`config.mk`:
```
export PLATFORM = sky130hd
export DESIGN_NAME = upstream_writeback_flat
export DESIGN_NICKNAME = d
export VERILOG_FILES = /design/src/rtl/upstream_writeback_if.sv /design/src/rtl/upstream_writeback.sv /design/src/flat_wrapper.sv
export SDC_FILE = /design/constraint.sdc
export NUM_CORES = 1
export LEC_CHECK = 0
export ABC_AREA = 1
export BUFFER_PORTS_ARGS = -buffer_cell sky130_fd_sc_hd__buf_2
export CAP_MARGIN = 20
export CORE_UTILIZATION = 55
export DETAILED_ROUTE_END_ITERATION = 12
export GPL_ROUTABILITY_DRIVEN = 0
export MAX_ROUTING_LAYER = met4
export PLACE_DENSITY = 0.76
export RECOVER_POWER = 25
export SLEW_MARGIN = 20
export SYNTH_ARGS = -nofsm -noshare
export SYNTH_HDL_FRONTEND = slang
export SYNTH_SLANG_ARGS = --single-unit
```
`constraint.sdc`:
```
create_clock -name clk -period 2 [get_ports clk]
set_clock_uncertainty 0.1 [all_clocks]
set_input_delay 0.2 -clock clk [delete_from_list [all_inputs] [get_ports clk]]
set_output_delay 0.2 -clock clk [all_outputs]
set_load 0.02 [all_outputs]
```
`src/rtl/upstream_writeback_if.sv`:
```
// upstream_writeback_if
//   Bundles the eviction push port and the downstream write port of the
//   write-back issuer.
//
//   Push side: an eviction transfers on a rising clk edge where wr_valid and
//   wr_ready are both high. wr_valid may rise without waiting for wr_ready;
//   wr_ready depends only on FIFO occupancy, never on wr_valid.
//   Downstream side: req stays high until ack is seen on a rising edge.
//   mem_addr/mem_data are valid while mem_we is high. memwr is a single-cycle
//   completion pulse.
//
//   modport master : the issuer (upstream_writeback)
//   modport slave  : eviction source / downstream processor / testbench
interface upstream_writeback_if #(
  parameter int ADDR_W = 16,
  parameter int DATA_W = 32
);
  logic              wr_valid;
  logic [ADDR_W-1:0] wr_addr;
  logic [DATA_W-1:0] wr_data;
  logic              wr_ready;
  logic              req;
  logic              ack;
  logic [ADDR_W-1:0] mem_addr;
  logic [DATA_W-1:0] mem_data;
  logic              mem_we;
  logic              memwr;
  logic              busy;
  logic              timeout_err;

  modport master (
    input  wr_valid, wr_addr, wr_data, ack,
    output wr_ready, req, mem_addr, mem_data, mem_we, memwr, busy, timeout_err
  );

  modport slave (
    output wr_valid, wr_addr, wr_data, ack,
    input  wr_ready, req, mem_addr, mem_data, mem_we, memwr, busy, timeout_err
  );
endinterface

```
`src/rtl/upstream_writeback.sv`:
```
// upstream_writeback
//   Write-back issuer. Cache evictions (address + data) are queued in a small
//   circular FIFO. For each entry, the issuer raises req and waits for ack.
//   It then holds mem_we for WRITE_CYCLES cycles with the head entry on
//   mem_addr/mem_data. Finally it pulses memwr for one cycle and pops the
//   entry.
//
// Ports
//   clk, rst_n  : clock (rising edge), asynchronous active-low reset
//   bus         : upstream_writeback_if.master. It carries the push port
//                 (wr_valid/wr_addr/wr_data/wr_ready) and the downstream
//                 port (req/ack/mem_addr/mem_data/mem_we/memwr).
//                 It also carries the status outputs busy and timeout_err.
//   dbg_state   : current FSM state (0 IDLE, 1 REQ, 2 WRITE, 3 DONE)
//   dbg_count   : FIFO occupancy
//
// Configuration
//   UPSTREAM_WB_ACK_TIMEOUT_EN : when defined, an entry waiting in REQ for
//   ACK_TIMEOUT cycles without ack is dropped and timeout_err is set (sticky).
//   When undefined, REQ waits forever and timeout_err is tied low.
module upstream_writeback #(
  parameter int ADDR_W       = 16,
  parameter int DATA_W       = 32,
  parameter int DEPTH        = 4,
  parameter int WRITE_CYCLES = 2,
  parameter int ACK_TIMEOUT  = 64
) (
  input  logic                   clk,
  input  logic                   rst_n,
  upstream_writeback_if.master   bus,
  output logic [1:0]             dbg_state,
  output logic [$clog2(DEPTH):0] dbg_count
);

  localparam int PW  = $clog2(DEPTH);
  localparam int WCW = $clog2(WRITE_CYCLES + 1);
  localparam logic [PW:0]    FULL_CNT = (PW+1)'(DEPTH);
  localparam logic [WCW-1:0] WC_LAST  = WCW'(WRITE_CYCLES - 1);

  typedef enum logic [1:0] {
    S_IDLE  = 2'd0,
    S_REQ   = 2'd1,
    S_WRITE = 2'd2,
    S_DONE  = 2'd3
  } state_t;

  state_t            state;
  logic              req_q, mem_we_q, memwr_q;
  logic [WCW-1:0]    wcnt;

  logic [ADDR_W-1:0] addr_mem [DEPTH];
  logic [DATA_W-1:0] data_mem [DEPTH];
  logic [PW-1:0]     wptr, rptr;
  logic [PW:0]       count;

  logic              push, pop;

`ifdef UPSTREAM_WB_ACK_TIMEOUT_EN
  localparam int TCW = $clog2(ACK_TIMEOUT + 1);
  localparam logic [TCW-1:0] TO_LAST = TCW'(ACK_TIMEOUT - 1);
  logic [TCW-1:0] tcnt;
  logic           timeout_q;
  logic           timeout_fire;

  // ack on the expiry edge takes priority, so expiry requires ack low.
  assign timeout_fire = (state == S_REQ) && !bus.ack && (tcnt == TO_LAST);
  assign bus.timeout_err = timeout_q;
`else
  logic unused_cfg;
  assign unused_cfg      = (ACK_TIMEOUT > 0);
  assign bus.timeout_err = 1'b0;
`endif

  // wr_ready is a pure function of occupancy. A pop in the same cycle does
  // not open a slot for a push while full.
  assign bus.wr_ready = (count < FULL_CNT);
  assign push         = bus.wr_valid && bus.wr_ready;

  always_comb begin
    pop = (state == S_DONE);
`ifdef UPSTREAM_WB_ACK_TIMEOUT_EN
    if (timeout_fire) pop = 1'b1;
`endif
  end

  assign bus.mem_addr = addr_mem[rptr];
  assign bus.mem_data = data_mem[rptr];
  assign bus.req      = req_q;
  assign bus.mem_we   = mem_we_q;
  assign bus.memwr    = memwr_q;
  assign bus.busy     = (state != S_IDLE) || (count != '0);
  assign dbg_state    = state;
  assign dbg_count    = count;

  // FIFO storage and pointers. Storage is cleared on reset so that the head
  // outputs read zero out of reset.
  always_ff @(posedge clk or negedge rst_n) begin
    if (!rst_n) begin
      wptr  <= '0;
      rptr  <= '0;
      count <= '0;
      for (int i = 0; i < DEPTH; i++) begin
        addr_mem[i] <= '0;
        data_mem[i] <= '0;
      end
    end else begin
      if (push) begin
        addr_mem[wptr] <= bus.wr_addr;
        data_mem[wptr] <= bus.wr_data;
        wptr           <= wptr + PW'(1);
      end
      if (pop) rptr <= rptr + PW'(1);
      case ({push, pop})
        2'b10:   count <= count + (PW+1)'(1);
        2'b01:   count <= count - (PW+1)'(1);
        default: count <= count;
      endcase
    end
  end

  // Issue FSM. The Moore outputs are registered alongside the state so that
  // each output changes on the same edge as its state.
  always_ff @(posedge clk or negedge rst_n) begin
    if (!rst_n) begin
      state    <= S_IDLE;
      req_q    <= 1'b0;
      mem_we_q <= 1'b0;
      memwr_q  <= 1'b0;
      wcnt     <= '0;
`ifdef UPSTREAM_WB_ACK_TIMEOUT_EN
      tcnt      <= '0;
      timeout_q <= 1'b0;
`endif
    end else begin
      case (state)
        S_IDLE: begin
          if (count != '0) begin
            state <= S_REQ;
            req_q <= 1'b1;
`ifdef UPSTREAM_WB_ACK_TIMEOUT_EN
            tcnt  <= '0;
`endif
          end
        end
        S_REQ: begin
          if (bus.ack) begin
            state    <= S_WRITE;
            req_q    <= 1'b0;
            mem_we_q <= 1'b1;
            wcnt     <= '0;
          end
`ifdef UPSTREAM_WB_ACK_TIMEOUT_EN
          else if (tcnt == TO_LAST) begin
            // Abandon the head entry. The FIFO pop happens through timeout_fire.
            state     <= S_IDLE;
            req_q     <= 1'b0;
            timeout_q <= 1'b1;
          end else begin
            tcnt <= tcnt + TCW'(1);
          end
`endif
        end
        S_WRITE: begin
          if (wcnt == WC_LAST) begin
            state    <= S_DONE;
            mem_we_q <= 1'b0;
            memwr_q  <= 1'b1;
          end else begin
            wcnt <= wcnt + WCW'(1);
          end
        end
        S_DONE: begin
          state   <= S_IDLE;
          memwr_q <= 1'b0;
        end
        default: begin
          state    <= S_IDLE;
          req_q    <= 1'b0;
          mem_we_q <= 1'b0;
          memwr_q  <= 1'b0;
        end
      endcase
    end
  end

endmodule
```
`src/flat_wrapper.sv`:
```
// flat-port wrapper written by rule: the top's interface ports become plain ports
module upstream_writeback_flat 
#(
  parameter int ADDR_W       = 16,
  parameter int DATA_W       = 32,
  parameter int DEPTH        = 4,
  parameter int WRITE_CYCLES = 2,
  parameter int ACK_TIMEOUT  = 64
)
  (clk, rst_n, dbg_state, dbg_count, bus_wr_valid, bus_wr_addr, bus_wr_data, bus_ack, bus_wr_ready, bus_req, bus_mem_addr, bus_mem_data, bus_mem_we, bus_memwr, bus_busy, bus_timeout_err);
  upstream_writeback_if #(.ADDR_W(ADDR_W), .DATA_W(DATA_W)) bus_i ();
  input  logic clk;
  input  logic rst_n;
  output logic [1:0] dbg_state;
  output logic [$clog2(DEPTH):0] dbg_count;
  input wire logic [$bits(bus_i.wr_valid)-1:0] bus_wr_valid;
  input wire logic [$bits(bus_i.wr_addr)-1:0] bus_wr_addr;
  input wire logic [$bits(bus_i.wr_data)-1:0] bus_wr_data;
  input wire logic [$bits(bus_i.ack)-1:0] bus_ack;
  output wire logic [$bits(bus_i.wr_ready)-1:0] bus_wr_ready;
  output wire logic [$bits(bus_i.req)-1:0] bus_req;
  output wire logic [$bits(bus_i.mem_addr)-1:0] bus_mem_addr;
  output wire logic [$bits(bus_i.mem_data)-1:0] bus_mem_data;
  output wire logic [$bits(bus_i.mem_we)-1:0] bus_mem_we;
  output wire logic [$bits(bus_i.memwr)-1:0] bus_memwr;
  output wire logic [$bits(bus_i.busy)-1:0] bus_busy;
  output wire logic [$bits(bus_i.timeout_err)-1:0] bus_timeout_err;
  assign bus_i.wr_valid = bus_wr_valid;
  assign bus_i.wr_addr = bus_wr_addr;
  assign bus_i.wr_data = bus_wr_data;
  assign bus_i.ack = bus_ack;
  assign bus_wr_ready = bus_i.wr_ready;
  assign bus_req = bus_i.req;
  assign bus_mem_addr = bus_i.mem_addr;
  assign bus_mem_data = bus_i.mem_data;
  assign bus_mem_we = bus_i.mem_we;
  assign bus_memwr = bus_i.memwr;
  assign bus_busy = bus_i.busy;
  assign bus_timeout_err = bus_i.timeout_err;
  upstream_writeback #(.ADDR_W(ADDR_W), .DATA_W(DATA_W), .DEPTH(DEPTH), .WRITE_CYCLES(WRITE_CYCLES), .ACK_TIMEOUT(ACK_TIMEOUT)) u_core (.clk(clk), .rst_n(rst_n), .bus(bus_i), .dbg_state(dbg_state), .dbg_count(dbg_count));
endmodule
```
# --- Word level (Yosys, flattened, before mapping) ---
# Cells that the tools add are included.
word_totals:
  regBits: 206
  latchBits: 0
  ram_bits: 0
  mem_bits_ro: 0
  wordCells: 80
  memories: 0
op_classes:
  n_addsub: 5
  n_mul: 0
  n_div: 0
  order_cmp: 4
  n_eq_ne: 10
  shifts: 0
  mux: 28
  n_bitwise: 2
  n_reduce_logical: 15
ops:
  columns: ["op", "count"]
  rows:
  - ["bitwise mux 128 bit", 1]
  - ["2-to-1 mux 32 bit", 3]
  - ["binary-select mux 32 bit (select 2 bit)", 1]
  - ["bitwise mux 64 bit", 1]
  - ["demux 32 bit (select 2 bit)", 1]
  - ["2-to-1 mux 16 bit", 3]
  - ["binary-select mux 16 bit (select 2 bit)", 1]
  - ["demux 16 bit (select 2 bit)", 1]
  - ["AND reduction 3 bit", 4]
  - ["2-to-1 mux 2 bit", 5]
  - ["nonzero test 2 bit", 5]
  - ["one-hot mux 2 bit (4 select lines)", 1]
  - ["adder 2 x 1 -> 2 bit, second input constant", 3]
  - ["== test 2 x 1 -> 1 bit, second input constant", 3]
  - ["== test 2 bit, second input constant", 3]
  - [">= comparator 3 bit, second input constant", 2]
  - ["NOT 2 -> 3 bit", 2]
  - ["one-hot mux 1 bit (2 select lines)", 3]
  - ["one-hot mux 3 bit (2 select lines)", 1]
  - ["2-to-1 mux 1 bit", 5]
  - ["inequality test 2 x 1 -> 1 bit, second input constant", 2]
  - ["inequality test 2 bit, second input constant", 2]
  - ["one-hot mux 2 bit (2 select lines)", 1]
  - ["adder 3 x 1 -> 3 bit, second input constant", 1]
  - ["8 further kinds", 9]

# --- Longest topological paths before layout ---
# Gate-level depths: netlist of the first run.
logic_depth:
  word_depth: 6
  mapped_depth: 10
  depth_no_buf: 10

# --- Worst setup path after synthesis of the first run ---
# No wires, ideal clock.
synth_timing:
  path_type: "reg2reg"
  startpoint: "reg u_core.state[1] (netlist: u_core.dbg_state[1])"
  endpoint: "reg u_core.count[2] (netlist: u_core.dbg_count[2])"
  setup_time_ns: 0.117
  arrival_time_ns: 1.589
  t_required_ns: 1.783
  path_slack_ns: 0.194
  path_stages_with_launch: 9
  path_buffers: 0
  synth_period_minus_slack_ns: 1.806
  path_cell_list: "dfrtp_1 ha_1 ha_1 inv_1 fa_1 nand2_1 nand3_1 nand2_1 nand2_1"
synth_between:
  elab_chain_len: 3
  elab_cells_between_ends: 5
  classes_between: "eq/ne: 3; mux: 1; reduce/logical: 1"
synth_lines:
  columns: ["item", "line_no", "source"]
  rows:
  - ["start, declared", "upstream_writeback.sv:47", "state_t state;"]
  - ["start signal, assigned", "upstream_writeback.sv:125", "state <= S_IDLE;"]
  - ["start signal, assigned", "upstream_writeback.sv:138", "state <= S_REQ;"]
  - ["start signal, assigned", "upstream_writeback.sv:147", "state <= S_WRITE;"]
  - ["== test 2 bit *", "upstream_writeback.sv:80", "pop = (state == S_DONE);"]
  - ["== test 2 x 1 -> 1 bit / == test 2 bit (equally long branches)", "upstream_writeback.sv:113", "case ({push, pop})"]
  - ["one-hot mux 3 bit (2 select lines) / nonzero test 2 bit (equally long branches)", null, null]
  - ["end signal, assigned", "upstream_writeback.sv:114", "2'b10: count <= count + (PW+1)'(1);"]
  - ["end signal, assigned", "upstream_writeback.sv:115", "2'b01: count <= count - (PW+1)'(1);"]
  - ["end signal, assigned", "upstream_writeback.sv:116", "default: count <= count;"]
  - ["end, declared", "upstream_writeback.sv:54", "logic [PW:0] count;"]
# Mark *: on every way between the ends. The rest lies on a longest branch, timed or not.
# A chain may end at the register's enable or synchronous reset.

# --- Worst setup path in the final report of the first run ---
layout_timing:
  startpoint: "reg u_core.rptr[0]"
  endpoint: "out bus_mem_data[10]"
layout_between:
  elab_chain_len: 4
layout_lines:
  columns: ["item", "line_no", "source"]
  rows:
  - ["start, declared", "upstream_writeback.sv:53", "logic [PW-1:0] wptr, rptr;"]
  - ["start signal, assigned", "upstream_writeback.sv:112", "if (pop) rptr <= rptr + PW'(1);"]
  - ["NOT 2 -> 3 bit (implied by the code)", "upstream_writeback.sv:87", "assign bus.mem_data = data_mem[rptr];"]
  - ["binary-select mux 32 bit (select 2 bit)", "upstream_writeback.sv:87", null]
  - ["2-to-1 mux 32 bit (implied by the code) (2 in a row)", "upstream_writeback.sv:87", null]
  - ["end, declared", "flat_wrapper.sv:23", "output wire logic [$bits(bus_i.mem_data)-1:0] bus_mem_data;"]
# Every way passes these cells. The select of a mux whose other input is x is not followed.

==> flow_metrics.tcl, run 1 <==
set metrics [dict create \
    outcome "complete, but fails checks" \
    failed_checks "setup timing" \
    die_w_um 131 \
    hold_class "primary input to async pin" \
    detailed_place_hpwl_um 12400 \
    regArea_sq_mm 0.00516 \
    path_cells "buf_6, clkinv_8, buf_12, clkbuf_16, nor2_4, o22ai_2, buf_6" \
    hold_viol 0 \
    drcViolationCount 0 \
    dieHeight_um 131 \
    cts_buffer_depth 3 \
    core_sq_mm 0.0161 \
    grt_max_degree 67 \
    worstPathRequired_ns 1.70 \
    avgRoutedWirePerCell_um 18.0 \
    synth_top_area_frac 0.562 \
    drt-total-wl_um 25800 \
    rsz0062_at_grt "true" \
    tightest_slew_ns 1.16 \
    max-vdd-ir-drop_uv 1050 \
    dr.first_iter.drc_count 678 \
    vias 8157 \
    crit_type "register to output pin" \
    end_kind "output pin" \
    dp_slack_ns 0.213 \
    synthTopCellsByArea "dfrtp_1, o21ai_0, nand2_1" \
    max_freq_mhz 477 \
    grt_first_pass_wirelength_um 38100 \
    synthTopCellsByCount "nand2_1, dfrtp_1, o21ai_0, o21ai_1, nor2_1" \
    initial_utilization 0.572 \
    utilization 0.761 \
    ios 111 \
    nets 1262 \
    drive_above_1_share 0.227 \
    max_slew_margin 0.228 \
    period_share 1.05 \
    numCtsBuffers 22 \
    slowest_delay_ns 0.42 \
    clock-sinks 206 \
    mappedNetlistArea_sq_mm 0.00918 \
    setup_viol 44 \
    synth-warning-count 0 \
    crit_slowest_cell "dfrtp_2" \
    core.rowCount 46 \
    synthesis.nets 1103 \
    numPortBuffers 109 \
    yosysMostFrequentCell "nand2_1" \
    ys.flop_type "dfrtp_1" \
    dr.pass1.iters 5 \
    grt.total_usage 0.282 \
    cp-start-kind "register" \
    clock_latency_ns 0.50 \
    seq_area_frac_synth 0.562 \
    via_per_inst 5.70 \
    syn_inst 1039 \
    dieArea_sq_mm 0.0172 \
    worst_slack_ns -0.0955 \
    yosys.area.top_type "dfrtp_1" \
    synth_edf_count 0 \
    fillers 1087 \
    synthDistinctLibCells 23 \
    drtAntennaViolNets 0 \
    grt_pass1_vias 7653 \
    critical_path.top_delay_family "buffers and inverters" \
    path_clk_slew_ns 0.06 \
    cts.htree.levels 1 \
    maxCapViolCount 0 \
    power.density_mw_per_mm2 1950 \
    cp_num_buf_inv 5 \
    root_buffer "clkbuf_16" \
    critPathMaxFanout 5 \
    slew_viol_final 0 \
    crit_top_cell "buf_6" \
    synth_seq_cells 206 \
    fin_crit_ns 2.10 \
    syn_to_final_growth_pct 33.1 \
    postSynthAreaPerCell_sq_um 8.83 \
    antenna_found_initial 1 \
    multi_input_area_sq_mm 0.00363 \
    overflow 0 \
    async_flop_share 1.00 \
    arrival_ns 1.80 \
    cts_tree "yes" \
    leakage_nw 5.93 \
]
-- per-stage QoR --
step	std cells	instance area [sq um]	hold WS, ns	power, W	TNS, ns
after CTS	1418	11600	0.120	0.0216	-1.92
final	1430	12200	0.367	0.0238	-2.01
after detailed placement	1315	9890	0.0658	0.0159	0
after global placement	1315	9890	0.0653	0.0156	0
after global routing	1430	12200	0.388	0.0252	-4.04
after floorplan	1039	9180	-0.196	0.0132	0
-- what timing repair did --
| action | in CTS | in global routing |
|---|---|---|
| pin swaps | 10 | 31 |
| gates resized for setup | 83 | 138 |
| cloned | 7 | 10 |
| hold endpoints to repair | 370 | 0 |
| buffers inserted | 6 | 1 |
| hold buffers | 51 | 0 |
| endpoints found under the setup margin | 47 | 49 |
-- flip-flops by register name (all words and copies together), names as in the netlist --
signal,count
u_core.addr_mem,64
u_core.bus.mem_we,1
u_core.bus.memwr,1
u_core.bus.req,1
u_core.data_mem,128
u_core.dbg_count,3
u_core.dbg_state,2
u_core.rptr,2
u_core.wcnt,2
u_core.wptr,2
-- cell type report --
| type | instances | share of cell area |
|---|---|---|
| Timing Repair Buffer | 207 | 0.174 |
| Inverter | 69 | 0.0228 |
| Sequential cell | 206 | 0.422 |
| Clock buffer | 32 | 0.0548 |
| Multi-Input combinational cell | 692 | 0.297 |
| Antenna cell | 1 | 0.000205 |
| Clock inverter | 7 | 0.00727 |
| Tap cell | 216 | 0.0221 |
-- logic make-up (layout without fill, tap and decap cells) --
| family | Yosys count | after routing | share of synthesized area |
|---|---|---|---|
| other | 1 | 2 | 0.000409 |
| AO/OA/AOI/OAI | 341 | 341 | 0.193 |
| XOR/XNOR | 4 | 4 | 0.00382 |
| flip-flops | 206 | 206 | 0.562 |
| adder cells (fa/ha/maj) | 12 | 12 | 0.0172 |
| AND/OR/NAND/NOR | 334 | 334 | 0.143 |
| buffers and inverters | 141 | 315 | 0.0817 |
-- layout by cell type (no fill, tap or decap), drive strengths merged --
cell type	n
o21ai	293
nand2	223
dfrtp	206
buf	145
nor2	100
inv	68
dlygate4sd3	51
o22ai	48
clkbuf	43
ha	11
nand3	7
clkinv	6
or2	3
xor2	3
bufinv	2
diode	1
xnor2	1
nand4	1
fa	1
conb	1
-- power breakdown --
part / leakage, nW / internal (W) / total [W] / switching (W)
combinational: 2.97 / 0.00538 / 0.0123 / 0.00696
clock: 0.378 / 0.00257 / 0.00421 / 0.00164
sequential: 2.59 / 0.00607 / 0.00728 / 0.00121
total: 5.93 / 0.0140 / 0.0238 / 0.00981
-- routing by layer --
metal | track usage | vias to the layer above | wire length [um] | share of wire
met3 | 0.0305 | 59 | 1940 | 0.075
met1 | 0.372 | 3939 | 10400 | 0.41
met4 | 0.0693 | 0 | 635 | 0.025
met5 | - | - | 0 | 0
li1 | - | 3774 | - | -
met2 | 0.469 | 385 | 12700 | 0.49
-- final timing paths --
check	start	end	slack (ns)	cells past startpoint
worst max-delay path	u_core.rptr[0]$_DFFE_PN0P_	bus_mem_data[10]	-0.1	7
worst min-delay path	rst_n	u_core.addr_mem[20]$_DFFE_PN0P_	0.37	2
worst max register to register	u_core.dbg_state[1]$_DFFE_PN0P_	u_core.dbg_count[2]$_DFFE_PN0P_	0.21	8
worst min register to register	u_core.bus.req$_DFFE_PN0P_	u_core.bus.req$_DFFE_PN0P_	0.37	2
max in group asynchronous	rst_n	u_core.rptr[0]$_DFFE_PN0P_	0.39	3
min in group clk	u_core.bus.req$_DFFE_PN0P_	u_core.bus.req$_DFFE_PN0P_	0.37	2
No activity file was read; power rests on OpenSTA's default activity.
==> inputs of run 2 (changes only) <==
BUFFER_PORTS_ARGS = default   (was -buffer_cell sky130_fd_sc_hd__buf_2)
DONT_BUFFER_PORTS = 1   (was default)
PLACE_DENSITY = 0.73   (was 0.76)
clock period = 1.8 ns   (was 2 ns; I/O delays follow)
==> run 2 against run 1 <==
- first-iteration DRC count is 7.8% lower
- final cell count is 4.6% lower
- the run ends with hold timing, setup timing left
- clock-buffer cell count is 3 higher
- clock power is 5.7% higher
- non-clock buffer count is 65 lower
- final area is 4.7% lower
- combinational power hardly changed
- critical path depth is 2 lower
==> flow_metrics.tcl, run 2 (same netlist as run 1, synthesis figures left out) <==
set metrics [dict create \
    switchingPower_w 0.0102 \
    drive_above_1_share 0.183 \
    dr.pass1.iters 7 \
    core.rowCount 46 \
    grt.total_usage 0.267 \
    die_w_um 131 \
    slowest_delay_ns 0.46 \
    power.density_mw_per_mm2 2160 \
    drcViolationCount 0 \
    failed_checks "hold timing, setup timing" \
    drt-total-wl_um 23300 \
    worstPathRequired_ns 1.52 \
    grt_max_degree 207 \
    cts_tree "yes" \
    sw_frac_of_total 0.408 \
    maxCapViolCount 0 \
    largest_reg_flops 128 \
    critPathMaxFanout 20 \
    period_share 1.18 \
    crit_type "register to output pin" \
    comb_power_share 0.499 \
    root_buffer "clkbuf_16" \
    routed-wl-met3_um 1370 \
    detailed_place_hpwl_um 12100 \
    path_cells "buf_4, buf_12, o21ai_0, o22ai_2, buf_4" \
    dr_wl_met2_um 11300 \
    dieArea_sq_mm 0.0172 \
    hold_class "primary input to async pin" \
    slew_viol_final 0 \
    clock-sinks 206 \
    cts_hold_buf 50 \
    initial_utilization 0.572 \
    internal-power_w 0.0148 \
    syn_to_final_growth_pct 26.8 \
    via_per_inst 5.61 \
    outcome "complete, but fails checks" \
    antenna_found_initial 0 \
    final_cell_mix "nand2_1, dfrtp_1, o21ai_1" \
    hold_viol 206 \
    ios 111 \
    arrival_ns 1.84 \
    numCtsBuffers 22 \
    wirelength_met1_um 10100 \
    drtAntennaViolNets 0 \
    antenna_cells 0 \
    crit_slowest_cell "dfrtp_2" \
    p_seq_frac 0.324 \
    core_sq_mm 0.0161 \
    grt_pass1_vias 7518 \
    nets 1197 \
    fin_crit_ns 2.12 \
    worst_slack_ns -0.315 \
    cts.htree.levels 1 \
    power_w 0.0251 \
    max-vdd-ir-drop_uv 1470 \
    max_freq_mhz 473 \
    multi_input_area_sq_mm 0.00357 \
    dieHeight_um 131 \
    top_layer_used "met4" \
    cp-start-kind "register" \
    mostFrequentLayoutCell "nand2_1" \
    fillers 1112 \
    vias 7656 \
    regArea_sq_mm 0.00516 \
    crit_top_cell "buf_4" \
    numPortBuffers 0 \
    overflow 0 \
    leakage_nw 5.56 \
    end_kind "output pin" \
    cts_buffer_depth 3 \
    dr.first_iter.drc_count 625 \
    top_register "u_core.data_mem" \
    grt_first_pass_wirelength_um 36700 \
    pwr-share-clk 0.177 \
    clock_latency_ns 0.50 \
    setup_viol 48 \
    whs_ns -0.723 \
    rsz0062_at_grt "true" \
    path_clk_slew_ns 0.06 \
    avgRoutedWirePerCell_um 17.0 \
]
run 2: cell count changes in the layout (fill, tap and decap cells not counted), sizes merged:
| cell | before | now |
|---|---|---|
| buf | 145 | 88 |
| clkbuf | 43 | 39 |
| bufinv | 2 | 0 |
| diode | 1 | 0 |
| dlygate4sd3 | 51 | 50 |
| inv | 68 | 67 |
run 2: power by group through the flow:
stage	Combinational (W)	Clock, W	Sequential [W]
floorplan	0.00697	0	0.00771
detailed placement	0.0102	0	0.00792
global placement	0.00992	0	0.00788
CTS	0.0108	0.00451	0.00791
global route	0.0136	0.00470	0.00837
finish	0.0125	0.00445	0.00813
run 2: worst paths after layout:
kind / start / endpoint / slack, ns / cells after the start
min reg2reg: u_core.data_mem[73]$_DFFE_PN0P_ / u_core.data_mem[73]$_DFFE_PN0P_ / 0.38 / 2
min: rst_n / u_core.addr_mem[11]$_DFFE_PN0P_ / -0.72 / 0
max reg2reg: u_core.wptr[0]$_DFFE_PN0P_ / u_core.addr_mem[62]$_DFFE_PN0P_ / 0.14 / 5
max in group asynchronous: rst_n / u_core.addr_mem[18]$_DFFE_PN0P_ / 2.03 / 0
max: u_core.rptr[0]$_DFFE_PN0P_ / bus_mem_addr[4] / -0.32 / 5
min in group clk: bus_wr_data[12] / u_core.data_mem[12]$_DFFE_PN0P_ / 0.34 / 3
run 2: through the flow:
step	utilization	instances	instance area [sq um]	setup WS, ns	TNS [ns]
floorplan	-	1039	9180	0.0445	0
global route	0.725	1364	11600	-0.362	-12.27
CTS	0.693	1355	11100	-0.249	-9.37
detailed placement	0.605	1259	9710	0.168	0
global placement	0.605	1259	9710	0.214	0
finish	0.725	1364	11600	-0.315	-9.36
run 2: area by class of cell:
cell class	count	area share
Multi-Input combinational cell	692	0.307
Inverter	69	0.0242
Sequential cell	206	0.443
Timing Repair Buffer	142	0.140
Tap cell	216	0.0232
Clock inverter	4	0.00172
Clock buffer	35	0.0602
run 2: critical path: cells and delay by family, from the launching register on:
kind                   cells  cell delay [ns]
buffers and inverters      3             0.48
AOI/OAI and AO/OA          2             0.39
DFF                        1             0.46
run 2: layer usage:
| metal | global-route usage | vias up |
|---|---|---|
| met5 | - | - |
| met3 | 0.0405 | 44 |
| met4 | 0.0817 | 0 |
| met1 | 0.355 | 3719 |
| li1 | - | 3626 |
| met2 | 0.423 | 267 |
run 2: what timing repair did:
| action | CTS | global route |
|---|---|---|
| endpoints found under the hold margin | 408 | 206 |
| pin swaps | 7 | 10 |
| buffers inserted | 5 | 5 |
| gates resized for setup | 32 | 159 |
| endpoints found under the setup margin | 49 | 50 |
| cloned | 2 | 5 |
==> inputs of run 3 (changes only) <==
PLACE_DENSITY = 0.7   (was 0.73)
clock period = 2.3 ns   (was 1.8 ns; I/O delays follow)
==> run 3 against run 2 <==
- the flow finishes with violations (hold timing)
- clock-buffer cell count down 2
- largest cell class unchanged
- non-clock buffer count down 27
- hold slack improved by 0.055 ns
- sequential share of layout area is 3.2 points higher
- total power fell by 30%
- final cell count down 2.1%
- register-to-register slack improved by 0.22 ns
- core utilization down 4.9 points
- sequential power fell by 23%
- critical path depth unchanged
- clock power down 23%
- first-iteration DRC count down 11%
- largest power group unchanged
==> flow_metrics.tcl, run 3 (same netlist as run 1, synthesis figures left out) <==
set metrics [dict create \
    dr.pass1.iters 5 \
    largest_reg_flops 128 \
    drive_above_1_share 0.0991 \
    slew_viol_final 0 \
    core_sq_mm 0.0161 \
    drtAntennaViolNets 0 \
    antenna_cells 0 \
    dp_slack_ns 0.355 \
    drt-total-wl_um 21200 \
    wirelength_met1_um 9620 \
    worst_slack_ns 0.0607 \
    power.density_mw_per_mm2 1620 \
    maxCapViolCount 0 \
    multi_input_area_sq_mm 0.00327 \
    top_layer_used "met4" \
    final_cell_mix "nand2_1, dfrtp_1, o21ai_0" \
    nets 1171 \
    fin_crit_ns 2.24 \
    cp-start-kind "register" \
    core.rowCount 46 \
    pwr-share-clk 0.194 \
    via_per_inst 5.43 \
    crit_type "register to output pin" \
    failed_checks "hold timing" \
    antenna_found_initial 0 \
    p_seq_frac 0.355 \
    dr.first_iter.drc_count 558 \
    cts.htree.levels 1 \
    hold_viol 206 \
    grt_pass1_vias 7047 \
    max-vdd-ir-drop_uv 866 \
    sw_frac_of_total 0.406 \
    r2r_start "u_core.dbg_state[0]$_DFFE_PN0P_" \
    worstPathRequired_ns 1.97 \
    root_buffer "clkbuf_16" \
    numPortBuffers 0 \
    drcViolationCount 0 \
    comb_power_share 0.451 \
    clock_latency_ns 0.49 \
    internal-power_w 0.0105 \
    clock-sinks 206 \
    cts_hold_buf 50 \
    max_freq_mhz 447 \
    syn_to_final_growth_pct 18.2 \
    ios 111 \
    regArea_sq_mm 0.00516 \
    grt_max_degree 207 \
    leakage_nw 5.26 \
    r2r_slack_ns 0.36 \
    switchingPower_w 0.00715 \
    overflow 0 \
    mostFrequentLayoutCell "nand2_1" \
    cts_buffer_depth 3 \
    hold_class "primary input to async pin" \
    grt.total_usage 0.253 \
    outcome "complete, but fails checks" \
    end_kind "output pin" \
    arrival_ns 1.91 \
    fillers 1308 \
    period_share 0.974 \
    critPathMaxFanout 30 \
    path_clk_slew_ns 0.06 \
    whs_ns -0.668 \
    timing.rr.end "u_core.dbg_count[2]$_DFFE_PN0P_" \
    initial_utilization 0.572 \
    rsz0062_at_grt "false" \
    detailed_place_hpwl_um 11400 \
    reg2regPathDepth 8 \
    vias 7254 \
    avgRoutedWirePerCell_um 15.9 \
    dr_wl_met2_um 10100 \
    dieArea_sq_mm 0.0172 \
    grt_first_pass_wirelength_um 34800 \
    fin_setup_tns_ns 0 \
    setup_viol 0 \
    routed-wl-met3_um 1070 \
    numCtsBuffers 23 \
    dieHeight_um 131 \
    top_register "u_core.data_mem" \
    cts_tree "yes" \
    die_w_um 131 \
]
-- run 3: what timing repair did --
| action | 4_1_cts | 5_1_grt |
|---|---|---|
| gates resized for setup | 1 | 3 |
| endpoints found under the setup margin | 5 | 5 |
| buffers inserted | 0 | 0 |
| hold endpoints to repair | 404 | 206 |
| gates cloned | 0 | 1 |
-- run 3: how the worst max path moves through the flow --
stage	from	endpoint	slack (ns)	cells after the start
2_1_floorplan	u_core.dbg_state[1]$_DFFE_PN0P_	u_core.dbg_count[2]$_DFFE_PN0P_	0.49	8
3_3_place_gp	u_core.dbg_state[0]$_DFFE_PN0P_	u_core.dbg_count[2]$_DFFE_PN0P_	0.41	8
3_5_place_dp	u_core.dbg_state[0]$_DFFE_PN0P_	u_core.dbg_count[2]$_DFFE_PN0P_	0.35	8
4_1_cts	u_core.rptr[0]$_DFFE_PN0P_	bus_mem_addr[11]	0.03	4
5_1_grt	u_core.rptr[0]$_DFFE_PN0P_	bus_mem_data[16]	0.004	5
6_report	u_core.rptr[0]$_DFFE_PN0P_	bus_mem_data[16]	0.06	5
-- run 3: stage by stage --
step                 util  cell area [sq um]  hold slack [ns]  power [W]  instances
finish              0.676              10900           -0.668     0.0176       1336
floorplan               -               9180           -0.166     0.0115       1039
global route        0.676              10900           -0.685     0.0189       1336
global placement    0.598               9610           -0.158     0.0138       1247
CTS                 0.673              10800           -0.682     0.0176       1335
detailed placement  0.598               9610           -0.159     0.0140       1247
-- run 3: critical path, cell delays in order (launching register included) --
cell     delay [ns]
dfrtp_2        0.49
inv_6          0.19
buf_12         0.21
o21ai_0        0.09
o22ai_1        0.22
buf_4          0.20
-- run 3: layout make-up --
class	count	share of cell area
flip-flops and latches	206	0.475
repair buffers	115	0.109
inverters	69	0.0248
clock buffers	33	0.0620
clock inverters	5	0.00265
multi-input cells	692	0.302
well taps	216	0.0249
-- run 3: power by group through the flow --
| stage | Sequential (W) | Clock, W | Combinational (W) |
|---|---|---|---|
| 2_1_floorplan | 0.00603 | 0 | 0.00546 |
| 4_1_cts | 0.00622 | 0.00349 | 0.00786 |
| 5_1_grt | 0.00645 | 0.00364 | 0.00881 |
| 3_5_place_dp | 0.00625 | 0 | 0.00774 |
| 3_3_place_gp | 0.00620 | 0 | 0.00760 |
| 6_report | 0.00625 | 0.00341 | 0.00795 |
-- run 3: metal layers --
metal,track usage,vias to the layer above
met3,0.0340,33
li1,-,3564
met4,0.0627,0
met1,0.338,3465
met5,-,-
met2,0.410,192
